### config.mk
export PLATFORM = sky130hd
export DESIGN_NAME = inst_fetch_flat
export DESIGN_NICKNAME = d
export VERILOG_FILES = /design/src/rtl/fetch_pkg.sv /design/src/rtl/inst_fetch_if.sv /design/src/rtl/if_out_reg.sv /design/src/rtl/inst_fetch.sv /design/src/flat_wrapper.sv
export SDC_FILE = /design/constraint.sdc
export NUM_CORES = 1
export LEC_CHECK = 0
export BUFFER_PORTS_ARGS = -buffer_cell sky130_fd_sc_hd__buf_2
export CORE_UTILIZATION = 40
export DETAILED_ROUTE_END_ITERATION = 16
export GPL_TIMING_DRIVEN = 0
export PLACE_DENSITY_LB_ADDON = 0.25
export SLEW_MARGIN = 40
export SYNTH_ARGS = -nofsm -noshare
export SYNTH_HDL_FRONTEND = slang
export SYNTH_SLANG_ARGS = --single-unit
### constraint.sdc
create_clock -name clk -period 2.5 [get_ports clk]
set_clock_uncertainty 0.2 [all_clocks]
set_input_delay 0.125 -clock clk [delete_from_list [all_inputs] [get_ports clk]]
set_output_delay 0.125 -clock clk [all_outputs]
set_load 0.05 [all_outputs]
### src/rtl/fetch_pkg.sv
// Shared types and constants for the instruction fetch unit.
package fetch_pkg;

    localparam int ADDR_W      = 64;
    localparam int INSTR_W     = 32;
    localparam int INSTR_ALIGN = 4;
    localparam int ALIGN_BITS  = $clog2(INSTR_ALIGN);

    typedef enum logic [1:0] {
        IDLE = 2'd0,
        WAIT = 2'd1,
        HOLD = 2'd2,
        DROP = 2'd3
    } fetch_state_e;

    // An address is fetchable only if it lands on an instruction boundary.
    function automatic logic is_aligned(input logic [ADDR_W-1:0] addr);
        return addr[ALIGN_BITS-1:0] == '0;
    endfunction

endpackage

### src/rtl/inst_fetch_if.sv
// Instruction-memory and decode-side signals of the fetch unit.
interface inst_fetch_if;
    import fetch_pkg::*;

    logic               im_req;
    logic [ADDR_W-1:0]  im_addr;
    logic               im_ack;
    logic [INSTR_W-1:0] im_data;

    logic               if_valid;
    logic               if_ready;
    logic [INSTR_W-1:0] if_instr;
    logic [ADDR_W-1:0]  if_pc;
    logic               if_misalign;

    // Fetch unit side.
    modport master (
        output im_req, im_addr,
        input  im_ack, im_data,
        output if_valid, if_instr, if_pc, if_misalign,
        input  if_ready
    );

    // Memory / decode side.
    modport slave (
        input  im_req, im_addr,
        output im_ack, im_data,
        input  if_valid, if_instr, if_pc, if_misalign,
        output if_ready
    );

endinterface

### src/rtl/if_out_reg.sv
// Decode-side holding register: keeps the presented instruction stable.
module if_out_reg
    import fetch_pkg::*;
(
    input  logic               clk,
    input  logic               rst,
    input  logic               load,
    input  logic               clear,
    input  logic [INSTR_W-1:0] instr_in,
    input  logic [ADDR_W-1:0]  pc_in,
    input  logic               misalign_in,
    output logic [INSTR_W-1:0] if_instr,
    output logic [ADDR_W-1:0]  if_pc,
    output logic               if_misalign
);

    logic [INSTR_W-1:0] instr_q, instr_d;
    logic [ADDR_W-1:0]  pc_q, pc_d;
    logic               misalign_q, misalign_d;

    // Clear wins over load; otherwise hold.
    always_comb begin
        instr_d    = instr_q;
        pc_d       = pc_q;
        misalign_d = misalign_q;
        if (clear) begin
            instr_d    = '0;
            pc_d       = '0;
            misalign_d = 1'b0;
        end else if (load) begin
            instr_d    = instr_in;
            pc_d       = pc_in;
            misalign_d = misalign_in;
        end
    end

    // Register with synchronous reset.
    always_ff @(posedge clk) begin
        if (rst) begin
            instr_q    <= '0;
            pc_q       <= '0;
            misalign_q <= 1'b0;
        end else begin
            instr_q    <= instr_d;
            pc_q       <= pc_d;
            misalign_q <= misalign_d;
        end
    end

    assign if_instr    = instr_q;
    assign if_pc       = pc_q;
    assign if_misalign = misalign_q;

endmodule

### src/rtl/inst_fetch.sv
// Instruction fetch unit: samples the PC, fetches from instruction memory
// and presents one instruction at a time to decode.
//
// state | meaning
// IDLE  | ready to sample pc_addr
// WAIT  | request outstanding, result wanted
// HOLD  | instruction presented to decode, waiting for handshake
// DROP  | request outstanding after a flush, result discarded
module inst_fetch
    import fetch_pkg::*;
(
    input  logic              clk,
    input  logic              rst,
    input  logic [ADDR_W-1:0] pc_addr,
    output logic              pc_take,
    input  logic              flush,
    inst_fetch_if.master      bus
);

    fetch_state_e       state_q, state_d;
    logic               im_req_q, im_req_d;
    logic [ADDR_W-1:0]  im_addr_q, im_addr_d;
    logic [ADDR_W-1:0]  req_pc_q, req_pc_d;
    logic               if_valid_q, if_valid_d;

    logic               take;
    logic               out_load;
    logic               out_clear;
    logic [INSTR_W-1:0] out_instr;
    logic [ADDR_W-1:0]  out_pc;
    logic               out_misalign;

    // Sampling is decided in the same cycle so the PC can step while HOLD
    // hands off, giving back-to-back fetches without a bubble.
    always_comb take = !flush && (state_q == IDLE || (state_q == HOLD && bus.if_ready));

    assign pc_take = take && !rst;

    // Next-state, request and holding-register control.
    always_comb begin
        state_d      = state_q;
        im_req_d     = im_req_q;
        im_addr_d    = im_addr_q;
        req_pc_d     = req_pc_q;
        if_valid_d   = if_valid_q;
        out_load     = 1'b0;
        out_clear    = 1'b0;
        out_instr    = '0;
        out_pc       = req_pc_q;
        out_misalign = 1'b0;

        case (state_q)
            IDLE: begin
            end
            WAIT: begin
                if (bus.im_ack) begin
                    im_req_d = 1'b0;
                    if (flush) begin
                        state_d = IDLE;
                    end else begin
                        state_d    = HOLD;
                        if_valid_d = 1'b1;
                        out_load   = 1'b1;
                        out_instr  = bus.im_data;
                        out_pc     = req_pc_q;
                    end
                end else if (flush) begin
                    state_d = DROP;
                end
            end
            DROP: begin
                if (bus.im_ack) begin
                    im_req_d = 1'b0;
                    state_d  = IDLE;
                end
            end
            HOLD: begin
                if (flush) begin
                    state_d    = IDLE;
                    if_valid_d = 1'b0;
                    out_clear  = 1'b1;
                end else if (bus.if_ready) begin
                    if_valid_d = 1'b0;
                end
            end
            default: state_d = IDLE;
        endcase

        // A sample from IDLE or a completed HOLD handshake starts the next fetch.
        if (take) begin
            if (is_aligned(pc_addr)) begin
                state_d   = WAIT;
                im_req_d  = 1'b1;
                im_addr_d = pc_addr;
                req_pc_d  = pc_addr;
            end else begin
                state_d      = HOLD;
                if_valid_d   = 1'b1;
                out_load     = 1'b1;
                out_instr    = '0;
                out_pc       = pc_addr;
                out_misalign = 1'b1;
            end
        end
    end

    // FSM state and registered outputs.
    always_ff @(posedge clk) begin
        if (rst) begin
            state_q    <= IDLE;
            im_req_q   <= 1'b0;
            im_addr_q  <= '0;
            req_pc_q   <= '0;
            if_valid_q <= 1'b0;
        end else begin
            state_q    <= state_d;
            im_req_q   <= im_req_d;
            im_addr_q  <= im_addr_d;
            req_pc_q   <= req_pc_d;
            if_valid_q <= if_valid_d;
        end
    end

    if_out_reg u_out_reg (
        .clk         (clk),
        .rst         (rst),
        .load        (out_load),
        .clear       (out_clear),
        .instr_in    (out_instr),
        .pc_in       (out_pc),
        .misalign_in (out_misalign),
        .if_instr    (bus.if_instr),
        .if_pc       (bus.if_pc),
        .if_misalign (bus.if_misalign)
    );

    assign bus.im_req   = im_req_q;
    assign bus.im_addr  = im_addr_q;
    assign bus.if_valid = if_valid_q;

endmodule

### src/flat_wrapper.sv
// flat-port wrapper written by rule: the top's interface ports become plain ports
module inst_fetch_flat import fetch_pkg::*;
  (clk, rst, pc_addr, pc_take, flush, bus_im_req, bus_im_addr, bus_im_ack, bus_im_data, bus_if_valid, bus_if_instr, bus_if_pc, bus_if_misalign, bus_if_ready);
  inst_fetch_if bus_i ();
  input  logic clk;
  input  logic rst;
  input  logic [ADDR_W-1:0] pc_addr;
  output logic pc_take;
  input  logic flush;
  output wire logic [$bits(bus_i.im_req)-1:0] bus_im_req;
  output wire logic [$bits(bus_i.im_addr)-1:0] bus_im_addr;
  input wire logic [$bits(bus_i.im_ack)-1:0] bus_im_ack;
  input wire logic [$bits(bus_i.im_data)-1:0] bus_im_data;
  output wire logic [$bits(bus_i.if_valid)-1:0] bus_if_valid;
  output wire logic [$bits(bus_i.if_instr)-1:0] bus_if_instr;
  output wire logic [$bits(bus_i.if_pc)-1:0] bus_if_pc;
  output wire logic [$bits(bus_i.if_misalign)-1:0] bus_if_misalign;
  input wire logic [$bits(bus_i.if_ready)-1:0] bus_if_ready;
  assign bus_im_req = bus_i.im_req;
  assign bus_im_addr = bus_i.im_addr;
  assign bus_i.im_ack = bus_im_ack;
  assign bus_i.im_data = bus_im_data;
  assign bus_if_valid = bus_i.if_valid;
  assign bus_if_instr = bus_i.if_instr;
  assign bus_if_pc = bus_i.if_pc;
  assign bus_if_misalign = bus_i.if_misalign;
  assign bus_i.if_ready = bus_if_ready;
  inst_fetch u_core (.clk(clk), .rst(rst), .pc_addr(pc_addr), .pc_take(pc_take), .flush(flush), .bus(bus_i));
endmodule
==> out/qor.json <==
{
  "clock_power_share": {"value": 28.6, "unit": "%"},
  "synth.top_cells.by_area": {"value": "sky130_fd_sc_hd__dfxtp_1 49%, sky130_fd_sc_hd__nand2_1 18%, sky130_fd_sc_hd__a311oi_2 11%"},
  "hold_path_class": {"value": "input port to register"},
  "first_global_vias": {"value": 6834},
  "final.setup.worst_slack": {"value": 0.146, "unit": "ns"},
  "cts-root-to-sink-buffers": {"value": 2},
  "dpl.cell_count": {"value": 1306},
  "post-cts-setup-buffers": {"value": 0},
  "detailed_route_vias_per_instance": {"value": 5.04},
  "finalCoreUtilization": {"value": 60.4, "unit": "%"},
  "worstMarginPinSlew": {"value": 0.725, "unit": "ns"},
  "post-synth-top-area-cell": {"value": "sky130_fd_sc_hd__dfxtp_1"},
  "finalCritPeriodShare": {"value": 94.2, "unit": "%"},
  "cts_sinks": {"value": 165},
  "drc": {"value": 0},
  "clock-root-buffer": {"value": "sky130_fd_sc_hd__clkbuf_16"},
  "critical_path.slowest_cell": {"value": "sky130_fd_sc_hd__and3_1"},
  "p_int": {"value": 5.67, "unit": "mW"},
  "sequentialPowerShare": {"value": 33.6, "unit": "%"},
  "worst-endpoint-arrival": {"value": 2.51, "unit": "ns"},
  "die_h": {"value": 132, "unit": "um"},
  "port_buffers": {"value": 263},
  "crit_type": {"value": "register to register"},
  "clock_tree_from_tritoncts": {"value": "done"},
  "cell_count_after_synthesis": {"value": 823},
  "worstReg2RegEnd": {"value": "u_core.bus.im_addr[6]$_SDFFE_PP0P_"},
  "postSynthAreaPerCell": {"value": 8.16, "unit": "um2"},
  "min_path_cells": {"value": 5},
  "fin_total_pwr": {"value": 9.58, "unit": "mW"},
  "number_of_top_level_pins": {"value": 265},
  "timing.critical_path.from_type": {"value": "register"},
  "r2r_start": {"value": "u_core.state_q[0]$_SDFFE_PP0P_"},
  "synth-main-ff-cell": {"value": "sky130_fd_sc_hd__dfxtp_1"},
  "reg2reg_depth": {"value": 7},
  "finish.cell_count_without_fillers": {"value": 1436},
  "ys_async_sr_fraction": {"value": 0, "unit": "%"},
  "number_of_synthesized_flops_with_an_enable_pin": {"value": 0},
  "cpPeakStageDelay": {"value": 0.48, "unit": "ns"},
  "totalNegativeSetupSlack": {"value": 0, "unit": "ns"},
  "globalRouteOverflowTotal": {"value": 0},
  "min_period": {"value": 2.35, "unit": "ns"},
  "globalplace.congestion": {"value": 0.827},
  "synthesis.nets": {"value": 929},
  "groute.usage.overall": {"value": 25.6, "unit": "%"},
  "grt_setup_unrepaired": {"value": "false"},
  "slew_viol_final": {"value": 0},
  "drtPass1Iterations": {"value": 7},
  "setup.worst_path.end_class": {"value": "register"},
  "floorplan.initialDensity": {"value": 40.8, "unit": "%"},
  "ff2ff_setup_slack": {"value": 0.15, "unit": "ns"},
  "h-tree-depth": {"value": 4},
  "net_count_final": {"value": 1309},
  "synth.most_common_cell": {"value": "sky130_fd_sc_hd__nand2_1"},
  "combPwrFrac": {"value": 37.8, "unit": "%"},
  "die_w": {"value": 132, "unit": "um"},
  "hold-path-endpoint": {"value": "u_core.u_out_reg.if_pc[1]$_SDFFE_PP0P_"},
  "synth_cell_type_count": {"value": 30},
  "result_of_the_run": {"value": "finished clean"},
  "design.core.area": {"value": 16500, "unit": "um2"},
  "synth_area": {"value": 6720, "unit": "um2"},
  "origin_of_the_worst_setup_path": {"value": "u_core.state_q[0]$_SDFFE_PP0P_"},
  "highest_clock_frequency_the_design_can_meet": {"value": 425, "unit": "MHz"},
  "syn_to_final_growth": {"value": 48.1, "unit": "%"},
  "p_leak": {"value": 4.25, "unit": "nW"},
  "drtAntennaViolNets": {"value": 0},
  "grt_max_degree": {"value": 17},
  "number_of_inserted_diodes": {"value": 0},
  "layout.filler_cells": {"value": 1481},
  "max-vdd-ir-drop": {"value": 0.482, "unit": "mV"},
  "hold_sp": {"value": "flush"},
  "total_clock_buffers_created_by_cts": {"value": 17},
  "yosys_warnings": {"value": 0},
  "p_sw_share": {"value": 40.8, "unit": "%"},
  "detailedRoute.firstIterationViolations": {"value": 345},
  "yosys.area.top_type_share": {"value": 49.2, "unit": "%"},
  "worst_slew_margin_rel": {"value": 51.7, "unit": "%"},
  "place_ws": {"value": -0.139, "unit": "ns"},
  "cp_cell_sequence": {"value": "inv_1 -> ha_1 -> a21o_1 -> and3_1 -> clkbuf_1 -> nand2_1 -> a21oi_1"},
  "clkLatencyLatePin": {"value": 0.43, "unit": "ns"},
  "cp_data_required_time": {"value": 2.66, "unit": "ns"},
  "crit_fanout": {"value": 10},
  "grt_antenna_before_repair": {"value": 0},
  "layout-drive-gt1-share": {"value": 31.5, "unit": "%"},
  "finalHoldViolations": {"value": 0},
  "first_pass_grt_wire_length": {"value": 35300, "unit": "um"},
  "timing.final.setup_violations": {"value": 0},
  "max_cap_violations": {"value": 0},
  "path_clk_slew": {"value": 0.07, "unit": "ns"},
  "synth_common_cells": {"value": "317 x sky130_fd_sc_hd__nand2_1, 165 x sky130_fd_sc_hd__dfxtp_1, 101 x sky130_fd_sc_hd__a21oi_1, 68 x sky130_fd_sc_hd__nor2_1, 52 x sky130_fd_sc_hd__clkbuf_1"},
  "hpwl": {"value": 14700, "unit": "um"},
  "routedWlPerCell": {"value": 15.6, "unit": "um"},
  "powerDensity": {"value": 963, "unit": "nW/um2"},
  "via_count": {"value": 7235},
  "floorplan.die_area": {"value": 17300, "unit": "um2"},
  "routed_wl": {"value": 22300, "unit": "um"},
  "synth_sequential_area_ratio": {"value": 49.2, "unit": "%"},
  "ys_seq_elements": {"value": 165},
  "row_count": {"value": 47},
  "switching_power": {"value": 3.91, "unit": "mW"}
}
-- cells by family after synthesis --
family / after synthesis / share of synthesized area (%)
and+or+nand+nor: 401 / 22.9
buffers and inverters: 75 / 5.03
muxes: 1 / 0.149
AOI/OAI and AO/OA: 176 / 21.8
DFF: 165 / 49.2
adders and majority gates: 5 / 0.931
-- metal layers --
metal | share of wire (%) | wire [um] | GRT usage (%) | vias up
met1 | 44 | 9800 | 32.8 | 3409
li1 | - | - | - | 3513
met5 | 0 | 0 | 0 | -
met2 | 47 | 10500 | 42.3 | 282
met4 | 2.0 | 440 | 8.14 | 0
met3 | 7.0 | 1570 | 5.98 | 31
-- power groups by stage --
stage | clock, mW | sequential, mW | combinational [mW]
2_1_floorplan | 0 | 4.44 | 1.40
3_3_place_gp | 0 | 3.27 | 3.44
3_5_place_dp | 0 | 3.26 | 3.47
4_1_cts | 2.79 | 3.21 | 3.61
5_1_grt | 2.89 | 3.26 | 3.85
6_report | 2.74 | 3.22 | 3.62
-- cell type report --
type,instances,area [um2],share of cell area [%]
clock buffers,21,460,4.63
inverters,7,26.3,0.264
multi-input cells,583,3090,31.0
well taps,220,275,2.77
flip-flops and latches,165,3300,33.2
plain buffers,67,342,3.43
repair buffers,362,2310,23.2
clock inverters,11,149,1.50
-- worst max-delay path: cells and delay by family, from the launching register on --
kind,cells,cell delay (ns)
AO/OA/AOI/OAI,2,0.31
adder cells (fa/ha/maj),1,0.28
flip-flops,1,0.35
buffers and inverters,2,0.54
AND/OR/NAND/NOR,2,0.60
-- per-stage QoR --
stage / hold slack (ns) / cell area (um2)
2_1_floorplan: 0.0610 / 6720
3_3_place_gp: 0.167 / 8310
3_5_place_dp: 0.171 / 8310
4_1_cts: 0.0662 / 9920
5_1_grt: 0.152 / 9950
6_report: 0.108 / 9950
-- registers in the layout, summed over array words and instances (netlist names) --
signal and flops:
u_core.bus.im_req 1, u_core.u_out_reg.if_instr 32, u_core.u_out_reg.if_misalign 1, u_core.u_out_reg.if_pc 64, u_core.state_q 2, u_core.bus.if_valid 1, u_core.bus.im_addr 64
-- placed cells by master (no fill, tap or decap), types with 2 or more instances in the layout --
| cell type | synthesis | final |
|---|---|---|
| sky130_fd_sc_hd__a21oi_1 | 101 | 101 |
| sky130_fd_sc_hd__clkbuf_2 | 0 | 15 |
| sky130_fd_sc_hd__a211oi_1 | 2 | 2 |
| sky130_fd_sc_hd__clkbuf_8 | 0 | 2 |
| sky130_fd_sc_hd__a311oi_1 | 13 | 13 |
| sky130_fd_sc_hd__buf_6 | 6 | 6 |
| sky130_fd_sc_hd__and3_1 | 3 | 3 |
| sky130_fd_sc_hd__clkinv_2 | 0 | 2 |
| sky130_fd_sc_hd__nor2b_1 | 2 | 2 |
| sky130_fd_sc_hd__buf_2 | 9 | 275 |
| sky130_fd_sc_hd__a21o_1 | 2 | 2 |
| sky130_fd_sc_hd__clkbuf_1 | 52 | 32 |
| sky130_fd_sc_hd__nand2_1 | 317 | 317 |
| sky130_fd_sc_hd__clkbuf_4 | 0 | 2 |
| sky130_fd_sc_hd__nor2_1 | 68 | 68 |
| sky130_fd_sc_hd__clkbuf_16 | 0 | 17 |
| sky130_fd_sc_hd__dlygate4sd3_1 | 0 | 99 |
| sky130_fd_sc_hd__a311oi_2 | 50 | 50 |
| sky130_fd_sc_hd__dfxtp_1 | 165 | 165 |
| sky130_fd_sc_hd__inv_1 | 7 | 7 |
| sky130_fd_sc_hd__nand3_1 | 3 | 2 |
| sky130_fd_sc_hd__ha_1 | 5 | 5 |
| sky130_fd_sc_hd__bufinv_16 | 0 | 3 |
| sky130_fd_sc_hd__inv_6 | 0 | 2 |
| sky130_fd_sc_hd__clkinvlp_4 | 0 | 3 |
| sky130_fd_sc_hd__nor3_1 | 5 | 4 |
-- worst max path at each step --
stage | to | cells past startpoint
6_report | u_core.bus.im_addr[6]$_SDFFE_PP0P_ | 7
5_1_grt | u_core.bus.im_addr[41]$_SDFFE_PP0P_ | 7
2_1_floorplan | pc_take | 4
3_5_place_dp | u_core.bus.im_addr[41]$_SDFFE_PP0P_ | 8
3_3_place_gp | u_core.bus.im_addr[43]$_SDFFE_PP0P_ | 8
4_1_cts | u_core.bus.im_addr[45]$_SDFFE_PP0P_ | 8
-- repair_timing --
action,CTS,global route
hold endpoints to repair,164,0
resized for setup,7,39
hold buffers,99,0
pin swaps,0,0
endpoints found under the setup margin,75,125
Note: power is estimated with default switching activity, not from simulation.
